## config.mk

```make
export PLATFORM = sky130hd
export DESIGN_NAME = halflife_ctrl_flat
export DESIGN_NICKNAME = d
export VERILOG_FILES = /design/src/rtl/halflife_ctrl_if.sv /design/src/rtl/halflife_ctrl.sv /design/src/flat_wrapper.sv
export SDC_FILE = /design/constraint.sdc
export NUM_CORES = 1
export LEC_CHECK = 0
export BUFFER_PORTS_ARGS = -buffer_cell sky130_fd_sc_hd__buf_2
export CAP_MARGIN = 30
export CORE_MARGIN = 8
export CORE_UTILIZATION = 47
export DETAILED_ROUTE_END_ITERATION = 10
export PLACE_DENSITY = 0.76
export SLEW_MARGIN = 0
export SYNTH_ARGS = -nofsm -noshare
export SYNTH_HDL_FRONTEND = slang
export SYNTH_SLANG_ARGS = --single-unit
```

## constraint.sdc

```tcl
create_clock -name clk -period 1.5 [get_ports clk]
set_input_delay 0 -clock clk [delete_from_list [all_inputs] [get_ports clk]]
set_output_delay 0 -clock clk [all_outputs]
set_load 0.03 [all_outputs]
```

## src/rtl/halflife_ctrl_if.sv

```systemverilog
// halflife_ctrl_if
//   Bus between the half-life sequencing controller and the 4-bit
//   up/down/load counter it owns.
//   master (controller side): drives cnt_up, cnt_down, cnt_load, cnt_in;
//                             reads cnt_val.
//   slave  (counter side):    reads the strobes and load data;
//                             drives cnt_val.
interface halflife_ctrl_if #(
  parameter int N = 4
);
  logic         cnt_up;
  logic         cnt_down;
  logic         cnt_load;
  logic [N-1:0] cnt_in;
  logic [N-1:0] cnt_val;

  modport master (
    output cnt_up,
    output cnt_down,
    output cnt_load,
    output cnt_in,
    input  cnt_val
  );

  modport slave (
    input  cnt_up,
    input  cnt_down,
    input  cnt_load,
    input  cnt_in,
    output cnt_val
  );
endinterface

```

## src/rtl/halflife_ctrl.sv

```systemverilog
// halflife_ctrl
//   Sequencing controller for the half-life timer counter. On start it loads
//   init_val into the counter, then halves the counter once every
//   max(period,1) WAIT cycles until it reads zero, counting the halvings.
//   While idle it forwards single-direction user up/down requests.
// Ports
//   clk, rst      : clock, synchronous active-high reset
//   start, abort  : run control
//   init_val      : initial quantity, captured when start is accepted
//   period        : WAIT length in cycles (0 behaves as 1)
//   usr_up/down   : user counter requests (honoured in IDLE only)
//   cnt           : counter bus (strobes, load data, counter feedback)
//   usr_gnt       : user request forwarded this cycle
//   busy          : high in LOAD, WAIT, HALVE
//   done          : one-cycle completion pulse
//   halvings      : halvings performed in the current or last run
module halflife_ctrl #(
  parameter int N  = 4,
  parameter int PW = 8
) (
  input  logic            clk,
  input  logic            rst,
  input  logic            start,
  input  logic            abort,
  input  logic [N-1:0]    init_val,
  input  logic [PW-1:0]   period,
  input  logic            usr_up,
  input  logic            usr_down,
  halflife_ctrl_if.master cnt,
  output logic            usr_gnt,
  output logic            busy,
  output logic            done,
  output logic [N-1:0]    halvings
);

  typedef enum logic [2:0] {
    S_IDLE,
    S_LOAD,
    S_WAIT,
    S_HALVE,
    S_DONE
  } state_t;

  localparam logic [PW-1:0] TIMER_ONE = {{(PW-1){1'b0}}, 1'b1};
  localparam logic [N-1:0]  HALV_ONE  = {{(N-1){1'b0}}, 1'b1};
  localparam logic [N-1:0]  HALV_MAX  = {N{1'b1}};

  state_t        state_q, state_d;
  logic [PW-1:0] timer_q, timer_d;
  logic [N-1:0]  halvings_q, halvings_d;
  logic [N-1:0]  init_q, init_d;

  logic          up_c, down_c, load_c, gnt_c, busy_c, done_c;
  logic [N-1:0]  in_c;

  // A period of 0 runs like 1, so the timer preload is max(p,1)-1.
  function automatic logic [PW-1:0] timer_reload(input logic [PW-1:0] p);
    return (p == '0) ? '0 : (p - TIMER_ONE);
  endfunction

  function automatic logic [N-1:0] sat_inc(input logic [N-1:0] h);
    return (h == HALV_MAX) ? HALV_MAX : (h + HALV_ONE);
  endfunction

  always_comb begin
    state_d    = state_q;
    timer_d    = timer_q;
    halvings_d = halvings_q;
    init_d     = init_q;
    up_c       = 1'b0;
    down_c     = 1'b0;
    load_c     = 1'b0;
    in_c       = '0;
    gnt_c      = 1'b0;
    busy_c     = 1'b0;
    done_c     = 1'b0;

    case (state_q)
      S_IDLE: begin
        if (start) begin
          init_d  = init_val;
          state_d = S_LOAD;
        end else if (usr_up ^ usr_down) begin
          // Exactly one request: forward it. Both or neither cancel out.
          up_c   = usr_up;
          down_c = usr_down;
          gnt_c  = 1'b1;
        end
      end

      S_LOAD: begin
        busy_c     = 1'b1;
        load_c     = 1'b1;
        in_c       = init_q;
        halvings_d = '0;
        timer_d    = timer_reload(period);
        state_d    = S_WAIT;
      end

      S_WAIT: begin
        busy_c = 1'b1;
        if (abort) begin
          state_d = S_IDLE;
        end else if (cnt.cnt_val == '0) begin
          state_d = S_DONE;
        end else if (timer_q == '0) begin
          state_d = S_HALVE;
        end else begin
          timer_d = timer_q - TIMER_ONE;
        end
      end

      S_HALVE: begin
        // The load and the count update happen even when aborting here.
        busy_c     = 1'b1;
        load_c     = 1'b1;
        in_c       = cnt.cnt_val >> 1;
        halvings_d = sat_inc(halvings_q);
        timer_d    = timer_reload(period);
        state_d    = abort ? S_IDLE : S_WAIT;
      end

      S_DONE: begin
        done_c  = 1'b1;
        state_d = S_IDLE;
      end

      default: begin
        state_d = S_IDLE;
      end
    endcase

    // Outputs are forced low for the whole reset cycle, not just after it.
    if (rst) begin
      up_c   = 1'b0;
      down_c = 1'b0;
      load_c = 1'b0;
      in_c   = '0;
      gnt_c  = 1'b0;
      busy_c = 1'b0;
      done_c = 1'b0;
    end
  end

  assign cnt.cnt_up   = up_c;
  assign cnt.cnt_down = down_c;
  assign cnt.cnt_load = load_c;
  assign cnt.cnt_in   = in_c;
  assign usr_gnt      = gnt_c;
  assign busy         = busy_c;
  assign done         = done_c;
  assign halvings     = rst ? '0 : halvings_q;

  // Control state
  always_ff @(posedge clk) begin
    if (rst) begin
      state_q    <= S_IDLE;
      timer_q    <= '0;
      halvings_q <= '0;
    end else begin
      state_q    <= state_d;
      timer_q    <= timer_d;
      halvings_q <= halvings_d;
    end
  end

  // Captured run data; only read after LOAD, so it needs no reset.
  always_ff @(posedge clk) begin
    init_q <= init_d;
  end

endmodule
```

## src/flat_wrapper.sv

```systemverilog
// flat-port wrapper written by rule: the top's interface ports become plain ports
module halflife_ctrl_flat 
#(
  parameter int N  = 4,
  parameter int PW = 8
)
  (clk, rst, start, abort, init_val, period, usr_up, usr_down, usr_gnt, busy, done, halvings, cnt_cnt_up, cnt_cnt_down, cnt_cnt_load, cnt_cnt_in, cnt_cnt_val);
  halflife_ctrl_if #(.N(N)) cnt_i ();
  input  logic clk;
  input  logic rst;
  input  logic start;
  input  logic abort;
  input  logic [N-1:0] init_val;
  input  logic [PW-1:0] period;
  input  logic usr_up;
  input  logic usr_down;
  output logic usr_gnt;
  output logic busy;
  output logic done;
  output logic [N-1:0] halvings;
  output wire logic [$bits(cnt_i.cnt_up)-1:0] cnt_cnt_up;
  output wire logic [$bits(cnt_i.cnt_down)-1:0] cnt_cnt_down;
  output wire logic [$bits(cnt_i.cnt_load)-1:0] cnt_cnt_load;
  output wire logic [$bits(cnt_i.cnt_in)-1:0] cnt_cnt_in;
  input wire logic [$bits(cnt_i.cnt_val)-1:0] cnt_cnt_val;
  assign cnt_cnt_up = cnt_i.cnt_up;
  assign cnt_cnt_down = cnt_i.cnt_down;
  assign cnt_cnt_load = cnt_i.cnt_load;
  assign cnt_cnt_in = cnt_i.cnt_in;
  assign cnt_i.cnt_val = cnt_cnt_val;
  halflife_ctrl #(.N(N), .PW(PW)) u_core (.clk(clk), .rst(rst), .start(start), .abort(abort), .init_val(init_val), .period(period), .usr_up(usr_up), .usr_down(usr_down), .cnt(cnt_i), .usr_gnt(usr_gnt), .busy(busy), .done(done), .halvings(halvings));
endmodule
```

# Word level (Yosys, flattened, before mapping)
# Index checks and enable logic that the tools add are counted.
# totals
ff_bits	19
latch_bits	0
ramBits	0
mem_bits_ro	0
input_bits	22
output_inout_bits	14
wordCells	63
n_memories	0
# op_classes
add_sub_neg	3
multipliers	0
n_div	0
order_cmp	0
n_eq_ne	10
shift	0
mux	34
bitwise	1
n_reduce_logical	11
# op_table
cell	n
2-to-1 mux 8 bit	4
2-to-1 mux 1 bit	18
logical NOT 8 bit	2
one-hot mux 4 bit (2 select lines)	2
one-hot mux 8 bit (2 select lines)	1
subtractor 8 x 1 -> 8 bit, second input constant	2
2-to-1 mux 3 bit	4
2-to-1 mux 4 bit	3
one-hot mux 3 bit (4 select lines)	1
!= test 2 bit, second input constant	4
equality test 3 x 2 -> 1 bit, second input constant	2
adder 4 x 1 -> 4 bit, second input constant	1
equality test 4 bit, second input constant	1
logical NOT 4 bit	1
!= test 4 x 2 -> 1 bit, second input constant	1
AND reduction 2 bit	2
AND reduction 4 bit	1
nonzero test 2 bit	2
equality test 3 x 1 -> 1 bit, second input constant	1
equality test 3 bit, second input constant	1
logical NOT 3 bit	1
OR reduction 3 bit	1
2-to-1 mux 2 bit	1
OR reduction 2 bit	1
bitwise XOR 1 bit	1

# Logic depth before layout (Yosys ltp)
# Gate-level depths: netlist (run 1).
# depth
depth_word	5
mapped_depth	6
ltp_nobuf	6

# Worst setup path before layout (run 1)
# OpenSTA, ideal clock, no wires.
# synth_path
path_kind	register -> output
startpoint	register u_core.state_q[2]
endpoint	output port cnt_cnt_in[3]
arrival_ns	2.001
required_ns	1.500
setup_slack_ns	-0.501
stages_incl_launch_ff	6
n_path_buf	3
cell_sequence	dfxtp_1 -> buf_6 -> nand2b_1 -> clkbuf_1 -> buf_1 -> nor4b_1
# synth_via
elab_chain_len	3
elab_cells_between_ends	4
classes_between	2 x eq/ne; 2 x mux
# synth_lines
item	line_no	rtl
start: declaration	halflife_ctrl.sv:48	state_t state_q, state_d;
start signal: assignment	halflife_ctrl.sv:161	state_q <= state_d;
equality test 3 x 2 -> 1 bit or equality test 3 x 1 -> 1 bit (tied branches)	halflife_ctrl.sv:78	case (state_q)
one-hot mux 4 bit (2 select lines) *	halflife_ctrl.sv:78	
2-to-1 mux 4 bit *	halflife_ctrl.sv:134	if (rst) begin
end: declaration	flat_wrapper.sv:24	output wire logic [$bits(cnt_i.cnt_in)-1:0] cnt_cnt_in;
# Mark *: on every way between the ends. The rest lies on a longest branch, timed or not.

# Worst setup path in the final report (run 1)
# layout_path
startpoint	register u_core.state_q[1]
endpoint	register u_core.timer_q[2]
# layout_via
elab_chain_len	4
elab_cells_between_ends	10
classes_between	6 x eq/ne; 1 x mux; 3 x reduce/logical
# layout_lines
item	line_no	rtl
equality test 3 x 1 -> 1 bit or equality test 3 x 2 -> 1 bit (tied branches)	halflife_ctrl.sv:78	
OR reduction 2 bit (no source line)	n/a	
nonzero test 2 bit (no source line)	n/a	
AND reduction 4 bit (no source line)	n/a	
end signal: assignment	halflife_ctrl.sv:162	timer_q <= timer_d;
end: declaration	halflife_ctrl.sv:49	logic [PW-1:0] timer_q, timer_d;
# Several ways; a longest one is shown, not always the timed one.
# A chain may end at the register's enable or synchronous reset.

==> impl_metrics.ini, run 1 <==
[synth]
yosysTopAreaCell = dfxtp_1
synth_edf_count = 4
syn-cell-area_um2 = 1315
synth-async-reset-ratio_pct = 0
synth_seq_cells = 19
synth_area_leaders = dfxtp_1, edfxtp_1, ha_1
synth_cell_type_count = 46
avgSynthCellArea_um2 = 8.484
synth_fp_nets = 184
synth_top_cell_area_share_pct = 22.84
ys_seq_area_share_pct = 31.97
synthCells = 155
synth_ff_type = dfxtp_1
yosys_warnings = 0

[critical_path]
crit_fanout = 3
worst-path-stages = 5
arrival_ns = 1.95
crit_path_start_kind = flip-flop
r2r_start = u_core.state_q[1]
critPathKind = reg2reg
reg2reg_depth = 5
setup.worst_path.end = u_core.timer_q[2]
r2r_slack_ns = -0.23
crit_start = u_core.state_q[1]
worst_path_largest_cell_delay_ns = 0.52
path_buf_inv = 1
path_cells = or4b_4 -> a211oi_4 -> buf_4 -> a211oi_2 -> nor4_2
path_delay_family = simple AND/OR/NAND/NOR gates
crit_path_end_kind = flip-flop
cpMaxStageDelayCell = or4b_4
r2r-end = u_core.timer_q[2]
required_ns = 1.72

[sta]
finalClockSkew_ns = 0.001008
slew_violations = 0
worst_slew_pin_slew_ns = 0.3801
clock.fmax_ghz = 0.5794
hold_violations = 0
post-route-min-period_ns = 1.726
rsz0062_at_grt = true
layout_setup_ws_ns = -0.2258
setup_viol = 16
slew_headroom_pct = 74.46
fin_crit_sh_pct = 115.1

[power_and_ir_drop]
ir_drop_uv = 714.4
p_sw_share_pct = 36.52
leakagePower_nw = 0.9189
combinationalPowerShare_pct = 44.4
cellPowerDensity_nw_per_um2 = 713.0
p_clk_share_pct = 17.7
switchingPower_mw = 0.5694
power.share.sequential_pct = 37.9
p_total_mw = 1.559
power.internal_mw = 0.9899

[cells_and_area]
drive_gt1_share_pct = 51.54
diodes = 0
fillers = 158
layout.cells.most_common = buf_2
finalNetCount = 257
final_cell_mix = buf_2, buf_4, buf_6
design_area_um2 = 2187
area_delta_synth_final_pct = 66.32

[cts]
insertion_delay_ns = 0.31
clk_path_buf_depth = 2
cts_sinks = 19
htree_levels = 1
cts.clk_slew.worst_paths_ns = 0.11
cts_tree = built
cts_buffers = 3
clockRootBuffer = clkbuf_4

[detailed_routing]
first_pass_iters = 4
drt_iter0_drc = 157
ant_nets = 0
routed_wirelength_um = 5704
viasPerCell = 6.461
num_vias = 1667
drc = 0
wl_per_cell_um = 22.11

[die]
row_count = 19
io_pins = 36
fp.dieH_um = 68.90
core_um2 = 2710
initial_core_util_pct = 48.52
die_x_um = 68.90
die_area_um2 = 4747

[run_status]
status = complete, but fails checks
violations = setup timing

[global_route]
grt-ovfl-total = 0
grt_pass1_vias = 1566
antenna_found_initial = 0
grt_first_pass_wirelength_um = 7286
track_usage_pct = 20.20
grt_max_degree = 17

[placed_design]
place_hpwl_um = 2852
place_ws_ns = -0.2983
place.gp.congestion = 0.8382
placed_area_um2 = 1665
io_buffers = 35

[job]
cap_viol_max_count = 0

[hold_path]
worstHoldPathType = in2reg
## metrics by stage
stage	instances	util (%)	hold WS (ns)	setup TNS [ns]
after global routing	258	80.70	0.05835	-3.194
after CTS	253	72.48	0.01575	-0.9501
after floorplan	155	-	0.09887	-0.9596
after global placement	234	61.45	0.1793	-0.6165
after detailed placement	234	61.45	0.1789	-1.488
final	258	80.70	0.05963	-2.299
## synthesized netlist by cell type (all sizes together) (3+ instances only)
cell / count
nor3: 15
nor4b: 5
and3: 3
a211oi: 7
inv: 8
nor2: 8
nand3: 3
clkbuf: 7
dfxtp: 15
edfxtp: 4
a21oi: 11
mux2i: 4
ha: 7
nor4: 3
nand4: 3
nand2: 10
nor2b: 7
## layer usage
layer	global-route usage (%)	vias up	share of wire [%]
li1	-	727	-
met1	21.44	788	37
met2	35.67	120	50
met3	6.624	32	8.8
met4	8.772	0	4.6
met5	0	-	0
## kinds of logic after synthesis
family                   after synthesis  share of synthesized area [%]
buffers and inverters                 17                          5.424
flip-flops                            19                          31.97
XOR/XNOR                               3                          1.998
multiplexers                           4                          3.045
AND/OR/NAND/NOR                       69                          30.64
adder cells (fa/ha/maj)                7                          6.660
AO/OA/AOI/OAI                         36                          20.27
## flip-flops by register name (all words and copies together), names as in the netlist
| register | cells |
|---|---|
| u_core.state_q | 3 |
| u_core.init_q | 4 |
| u_core.halvings_q | 4 |
| u_core.timer_q | 8 |
## how the worst min path moves through the flow
stage | start | to | slack (ns) | cells after the start
2_1_floorplan | init_val[0] | u_core.init_q[0] | 0.1 | 0
3_3_place_gp | init_val[3] | u_core.init_q[3] | 0.18 | 1
3_5_place_dp | init_val[0] | u_core.init_q[0] | 0.18 | 1
4_1_cts | abort | u_core.state_q[1] | 0.02 | 4
5_1_grt | rst | u_core.halvings_q[2] | 0.06 | 2
6_report | rst | u_core.halvings_q[0] | 0.06 | 2
## power by group through the flow
stage	Sequential, mW	Combinational [mW]	Clock [mW]
after floorplan	0.593	0.249	0
after global placement	0.589	0.404	0
after detailed placement	0.592	0.423	0
after CTS	0.585	0.541	0.268
after global routing	0.593	0.722	0.305
final	0.591	0.692	0.276
## timing repair
item / in CTS / in global routing
hold buffers: 4 / 0
endpoints found under the setup margin: 16 / 20
gates resized for setup: 39 / 44
endpoints found under the hold margin: 4 / 0
setup buffers: 11 / 5
pin swaps: 13 / 21
## final cells by class
| type | instances | area [um^2] | share of cell area [%] |
|---|---|---|---|
| multi-input combinational | 119 | 1059 | 48.40 |
| clock buffer | 4 | 26.28 | 1.201 |
| tap | 31 | 38.79 | 1.773 |
| sequential | 19 | 425.4 | 19.45 |
| inverter | 8 | 30.03 | 1.373 |
| timing repair buffer | 77 | 608.1 | 27.80 |
(Power assumes the default switching activity.)
==> run 2: changes to the inputs <==
- ABC_AREA: default -> 1
- CORE_UTILIZATION: 47 -> 48
==> run 2 against run 1 <==
- register-to-register slack better by 0.40 ns
- non-clock buffer count down 31
- largest cell class unchanged
- fmax grew 20%
- highest routed layer unchanged
- utilization decreased by 20 points
- combinational power rose by 26%
- setup slack better by 0.28 ns
- the run now ends clean
==> impl_metrics.ini, run 2 <==
[die]
die_area_um2 = 5029
initial_core_util_pct = 49.03
row_count = 20
die_x_um = 70.92
fp.dieH_um = 70.92
io_pins = 36
core_um2 = 2953

[sta]
worst_slew_pin_slew_ns = 0.5494
clock.fmax_ghz = 0.6927
worst_hold_slack_ns = 0.006719
finalClockSkew_ns = 0.002910
setup_viol = 0
slew_violations = 0
hold_violations = 0
post-route-min-period_ns = 1.444
rsz0062_at_grt = true
fin_crit_sh_pct = 96.25
slew_headroom_pct = 63.09

[synth]
synth_fp_nets = 263
yosys_warnings = 0
avgSynthCellArea_um2 = 6.186
yosysTopAreaCell = dfxtp_1
synth-xor-area-share_pct = 1.210
synthMuxAreaShare_pct = 0
ys_seq_area_share_pct = 29.04
synth_top_cell_area_share_pct = 20.74
synth-async-reset-ratio_pct = 0
synth_ff_type = dfxtp_1
synth-simple-area-share_pct = 43.82
synth_seq_cells = 19
synth_common_cells = nand2_1, nor2_1, inv_1, nand3_1, dfxtp_1
synth_compound_gate_area_share_pct = 7.519
synthCells = 234
synth_most_common_cell = nand2_1
synth_top_family_by_area = simple AND/OR/NAND/NOR gates
synth_edf_count = 4
synth_adder_area_share_pct = 6.050
synth_cell_type_count = 28
synth_area_leaders = dfxtp_1, nand2_1, nor2_1
syn-cell-area_um2 = 1448

[cts]
clk_path_buf_depth = 2
clockRootBuffer = clkbuf_4
cts_buffers = 3
htree_levels = 1
cts_sinks = 19
cts.clk_slew.worst_paths_ns = 0.10
insertion_delay_ns = 0.29
cts_tree = built

[critical_path]
crit_fanout = 6
crit_start = u_core.state_q[2]
worst_path_largest_cell_delay_ns = 0.40
cpMaxStageDelayCell = dfxtp_1
crit_path_start_kind = flip-flop
path_cells = nor2_4 -> nand3_2 -> o22ai_1 -> clkbuf_4
crit_path_end_kind = primary output
critPathKind = reg2out
arrival_ns = 1.44
r2r_start = u_core.state_q[1]
required_ns = 1.50

[cells_and_area]
area_delta_synth_final_pct = 24.55
layout.cells.most_common = nand2_1
final_cell_mix = nand2_1, nor2_1, inv_1
finalNetCount = 310
top_register = u_core.timer_q
drive_gt1_share_pct = 20.36
diodes = 0
final_core_util_pct = 61.06
largest_reg_flops = 8
largestRegisters = u_core.timer_q x8, u_core.halvings_q x4, u_core.init_q x4

[global_route]
grt_pass1_vias = 1489
grt_max_degree = 23
antenna_found_initial = 0
grt_first_pass_wirelength_um = 6003
grt-ovfl-total = 0
track_usage_pct = 14.29

[placed_design]
place.gp.congestion = 0.7878
io_buffers = 35
place_hpwl_um = 2647

[run_status]
status = complete, no violations

[hold_path]
worstHoldPathType = in2reg
min-delay-start = rst

[detailed_routing]
ant_nets = 0
drt_iter0_drc = 73
viasPerCell = 4.984
first_pass_iters = 4
num_vias = 1560
drc = 0
routed_wirelength_um = 3462
wl_per_cell_um = 11.06

[job]
cap_viol_max_count = 0

[power_and_ir_drop]
ir_drop_uv = 399.9
leakagePower_nw = 0.9289
cellPowerDensity_nw_per_um2 = 992.0
## run 2: per-layer routing
layer | track usage (%) | share of wire (%) | up-vias
met1 | 14.60 | 42 | 673
li1 | - | - | 837
met2 | 26.06 | 50 | 46
met3 | 3.390 | 6.5 | 4
met4 | 7.852 | 1.8 | 0
met5 | 0 | 0 | -
## run 2: cell families (layout without fill, tap and decap cells)
| logic type | Yosys count | in the layout |
|---|---|---|
| adders and majority gates | 7 | 7 |
| DFF | 19 | 19 |
| buffers and inverters | 45 | 91 |
| AOI/OAI and AO/OA | 18 | 18 |
| xor gates and xnor gates | 2 | 2 |
| and+or+nand+nor | 143 | 143 |
## run 2: final cells by class
| cell class | count | area, um^2 |
|---|---|---|
| clock buffers | 4 | 26.28 |
| fillers | 284 | 1150 |
| inverters | 41 | 158.9 |
| multi-input cells | 170 | 863.3 |
| flip-flops and latches | 19 | 420.4 |
| well taps | 33 | 41.29 |
| repair buffers | 46 | 292.8 |
## run 2: final timing paths
check / end / slack, ns / cells past startpoint
worst min register to register: u_core.halvings_q[2] / 0.57 / 2
worst max register to register: u_core.halvings_q[3] / 0.17 / 4
worst max-delay path: cnt_cnt_in[2] / 0.06 / 4
worst min-delay path: u_core.state_q[1] / 0.007 / 2
## run 2: power breakdown
group	internal, mW	switching [mW]
clock network	0.104	0.152
registers	0.598	0.0604
logic	0.327	0.547
total	1.03	0.759
## run 2: worst max-delay path, delay by kind of cell (launching register included)
family | cells | cell delay (ns)
buf+inv | 1 | 0.22
simple gates | 2 | 0.35
compound gates | 1 | 0.18
flops | 1 | 0.40
## run 2: repair_timing
action / 4_1_cts / 5_1_grt
buffers inserted: 0 / 1
gates resized for setup: 4 / 5
hold buffers: 9 / 0
endpoints found under the hold margin: 5 / 0
cloned: 0 / 0
pin swaps: 1 / 1
setup endpoints to repair: 2 / 12
## run 2: stage by stage
| step | worst slack, ns | total power [mW] | instance area, um^2 | instances | TNS [ns] |
|---|---|---|---|---|---|
| after floorplan | 0.2763 | 1.314 | 1448 | 234 | 0 |
| after global placement | 0.1813 | 1.485 | 1652 | 299 | 0 |
| after detailed placement | 0.1289 | 1.501 | 1652 | 299 | 0 |
| after CTS | 0.01824 | 1.778 | 1780 | 312 | 0 |
| after global routing | -0.03694 | 1.955 | 1803 | 313 | -0.09360 |
| final | 0.05627 | 1.789 | 1803 | 313 | 0 |
==> run 3: changes to the inputs <==
- RECOVER_POWER: default -> 25
==> run 3 against run 2 <==
- sequential share of layout area hardly changed
- power hardly changed
- flip-flop and latch count stayed put
- fmax hardly changed
- wire length stayed put
- clock skew hardly changed
- critical path depth stayed put
- count of clock-buffer cells in the layout stayed put
- setup slack hardly changed
- clock power hardly changed
- non-clock buffer count stayed put
==> impl_metrics.ini, run 3 (synthesis results as in run 2) <==
[run_status]
status = complete, no violations

[hold_path]
worstHoldPathType = in2reg
hold_end = u_core.state_q[1]
hold_depth = 2
min-delay-start = rst

[sta]
fin_crit_sh_pct = 96.25
post-route-min-period_ns = 1.444
hold_violations = 0
slew_headroom_pct = 63.08
worst_slew_pin_slew_ns = 0.5495
clock.fmax_ghz = 0.6926
finalClockSkew_ns = 0.002896
setup_viol = 0
rsz0062_at_grt = true
worst_hold_slack_ns = 0.006719
slew_violations = 0

[critical_path]
r2r_start = u_core.state_q[1]
worst_path_largest_cell_delay_ns = 0.40
required_ns = 1.50
r2r_slack_ns = 0.16
reg2reg_depth = 4
crit_path_start_kind = flip-flop
crit_path_end_kind = primary output
critPathKind = reg2out
r2r-end = u_core.halvings_q[3]
arrival_ns = 1.44
path_cells = nor2_4 -> nand3_2 -> o22ai_1 -> clkbuf_4
crit_fanout = 6
cpMaxStageDelayCell = dfxtp_1

[die]
fp.dieH_um = 70.92
core_um2 = 2953
initial_core_util_pct = 49.03
die_area_um2 = 5029
io_pins = 36
row_count = 20
die_x_um = 70.92

[power_and_ir_drop]
leakagePower_nw = 0.9245
ir_drop_uv = 399.9
cellPowerDensity_nw_per_um2 = 992.7

[placed_design]
io_buffers = 35
dp.cells = 299
place_hpwl_um = 2647
placed_area_um2 = 1652
place.gp.congestion = 0.7878

[detailed_routing]
routed_wirelength_um = 3462
ant_nets = 0
viasPerCell = 4.981
first_pass_iters = 4
num_vias = 1559
wl_per_cell_um = 11.06
drt_iter0_drc = 73
drc = 0

[cts]
htree_levels = 1
cts_tree = built
clk_path_buf_depth = 2
cts_buffers = 3
cts.clk_slew.worst_paths_ns = 0.10
insertion_delay_ns = 0.29
cts_sinks = 19
clockRootBuffer = clkbuf_4

[job]
cap_viol_max_count = 0

[global_route]
grt_use_met1_pct = 14.60
use_met2_pct = 26.06
grt_first_pass_wirelength_um = 6003
antenna_found_initial = 0
track_usage_pct = 14.29
gr-usage-met3_pct = 3.390
grt_max_degree = 23
grt-ovfl-total = 0
grt_pass1_vias = 1489
grt-busiest-layer = met2

[cells_and_area]
layout.cells.most_common = nand2_1
fillers = 285
largestRegisters = u_core.timer_q x8, u_core.halvings_q x4, u_core.init_q x4
design_area_um2 = 1802
largest_reg_flops = 8
area_delta_synth_final_pct = 24.46
multi_input_area_um2 = 863.3
final_cell_mix = nand2_1, nor2_1, inv_1
regArea_um2 = 420.4
diodes = 0
top_register = u_core.timer_q
final_core_util_pct = 61.02
finalNetCount = 310
drive_gt1_share_pct = 20.00
fin_cells = 313
==> run 3: power breakdown <==
| group | leakage (nW) | switching, mW | internal [mW] | total (mW) |
|---|---|---|---|---|
| combinational | 0.749 | 0.547 | 0.327 | 0.874 |
| clock | 0.0150 | 0.152 | 0.104 | 0.256 |
| sequential | 0.161 | 0.0604 | 0.598 | 0.659 |
| total | 0.925 | 0.759 | 1.03 | 1.79 |
==> run 3: metrics by stage <==
step | setup TNS, ns | power, mW | setup WS (ns)
after detailed placement | 0 | 1.501 | 0.1289
after global placement | 0 | 1.485 | 0.1813
after floorplan | 0 | 1.314 | 0.2763
after global routing | -0.09360 | 1.955 | -0.03694
final | 0 | 1.789 | 0.05625
after CTS | 0 | 1.778 | 0.01824
==> run 3: layout make-up <==
type | instances | share of cell area, %
sequential | 19 | 23.33
multi-input combinational | 170 | 47.92
clock buffer | 4 | 1.458
inverter | 41 | 8.819
tap | 33 | 2.292
timing repair buffer | 46 | 16.18
==> run 3: worst max path at each step <==
stage / cells past startpoint / from / to / slack [ns]
after floorplan: 5 / u_core.state_q[1] / u_core.init_q[0] / 0.28
after global placement: 5 / u_core.state_q[1] / u_core.init_q[3] / 0.18
after detailed placement: 5 / u_core.state_q[1] / u_core.init_q[3] / 0.13
after CTS: 6 / u_core.state_q[1] / usr_gnt / 0.02
after global routing: 4 / u_core.state_q[2] / cnt_cnt_in[2] / -0.04
final: 4 / u_core.state_q[2] / cnt_cnt_in[2] / 0.06
==> run 3: worst max-delay path: cells and delay by family (launching register included) <==
kind                   cells  cell delay (ns)
AO/OA/AOI/OAI              1             0.18
buffers and inverters      1             0.22
flip-flops                 1             0.40
AND/OR/NAND/NOR            2             0.35
==> run 3: metal layers <==
metal  vias up  part of all wire [%]
met3         4                   6.5
li1        837                     -
met5         -                     0
met4         0                   1.8
met1       672                    42
met2        46                    50
==> run 3: what timing repair did <==
action | CTS | global route
resized for setup | 4 | 5
buffers inserted | 0 | 1
hold buffers | 9 | 0
endpoints found under the setup margin | 2 | 12
pin swaps | 1 | 1
cloned | 0 | 0
endpoints found under the hold margin | 5 | 0
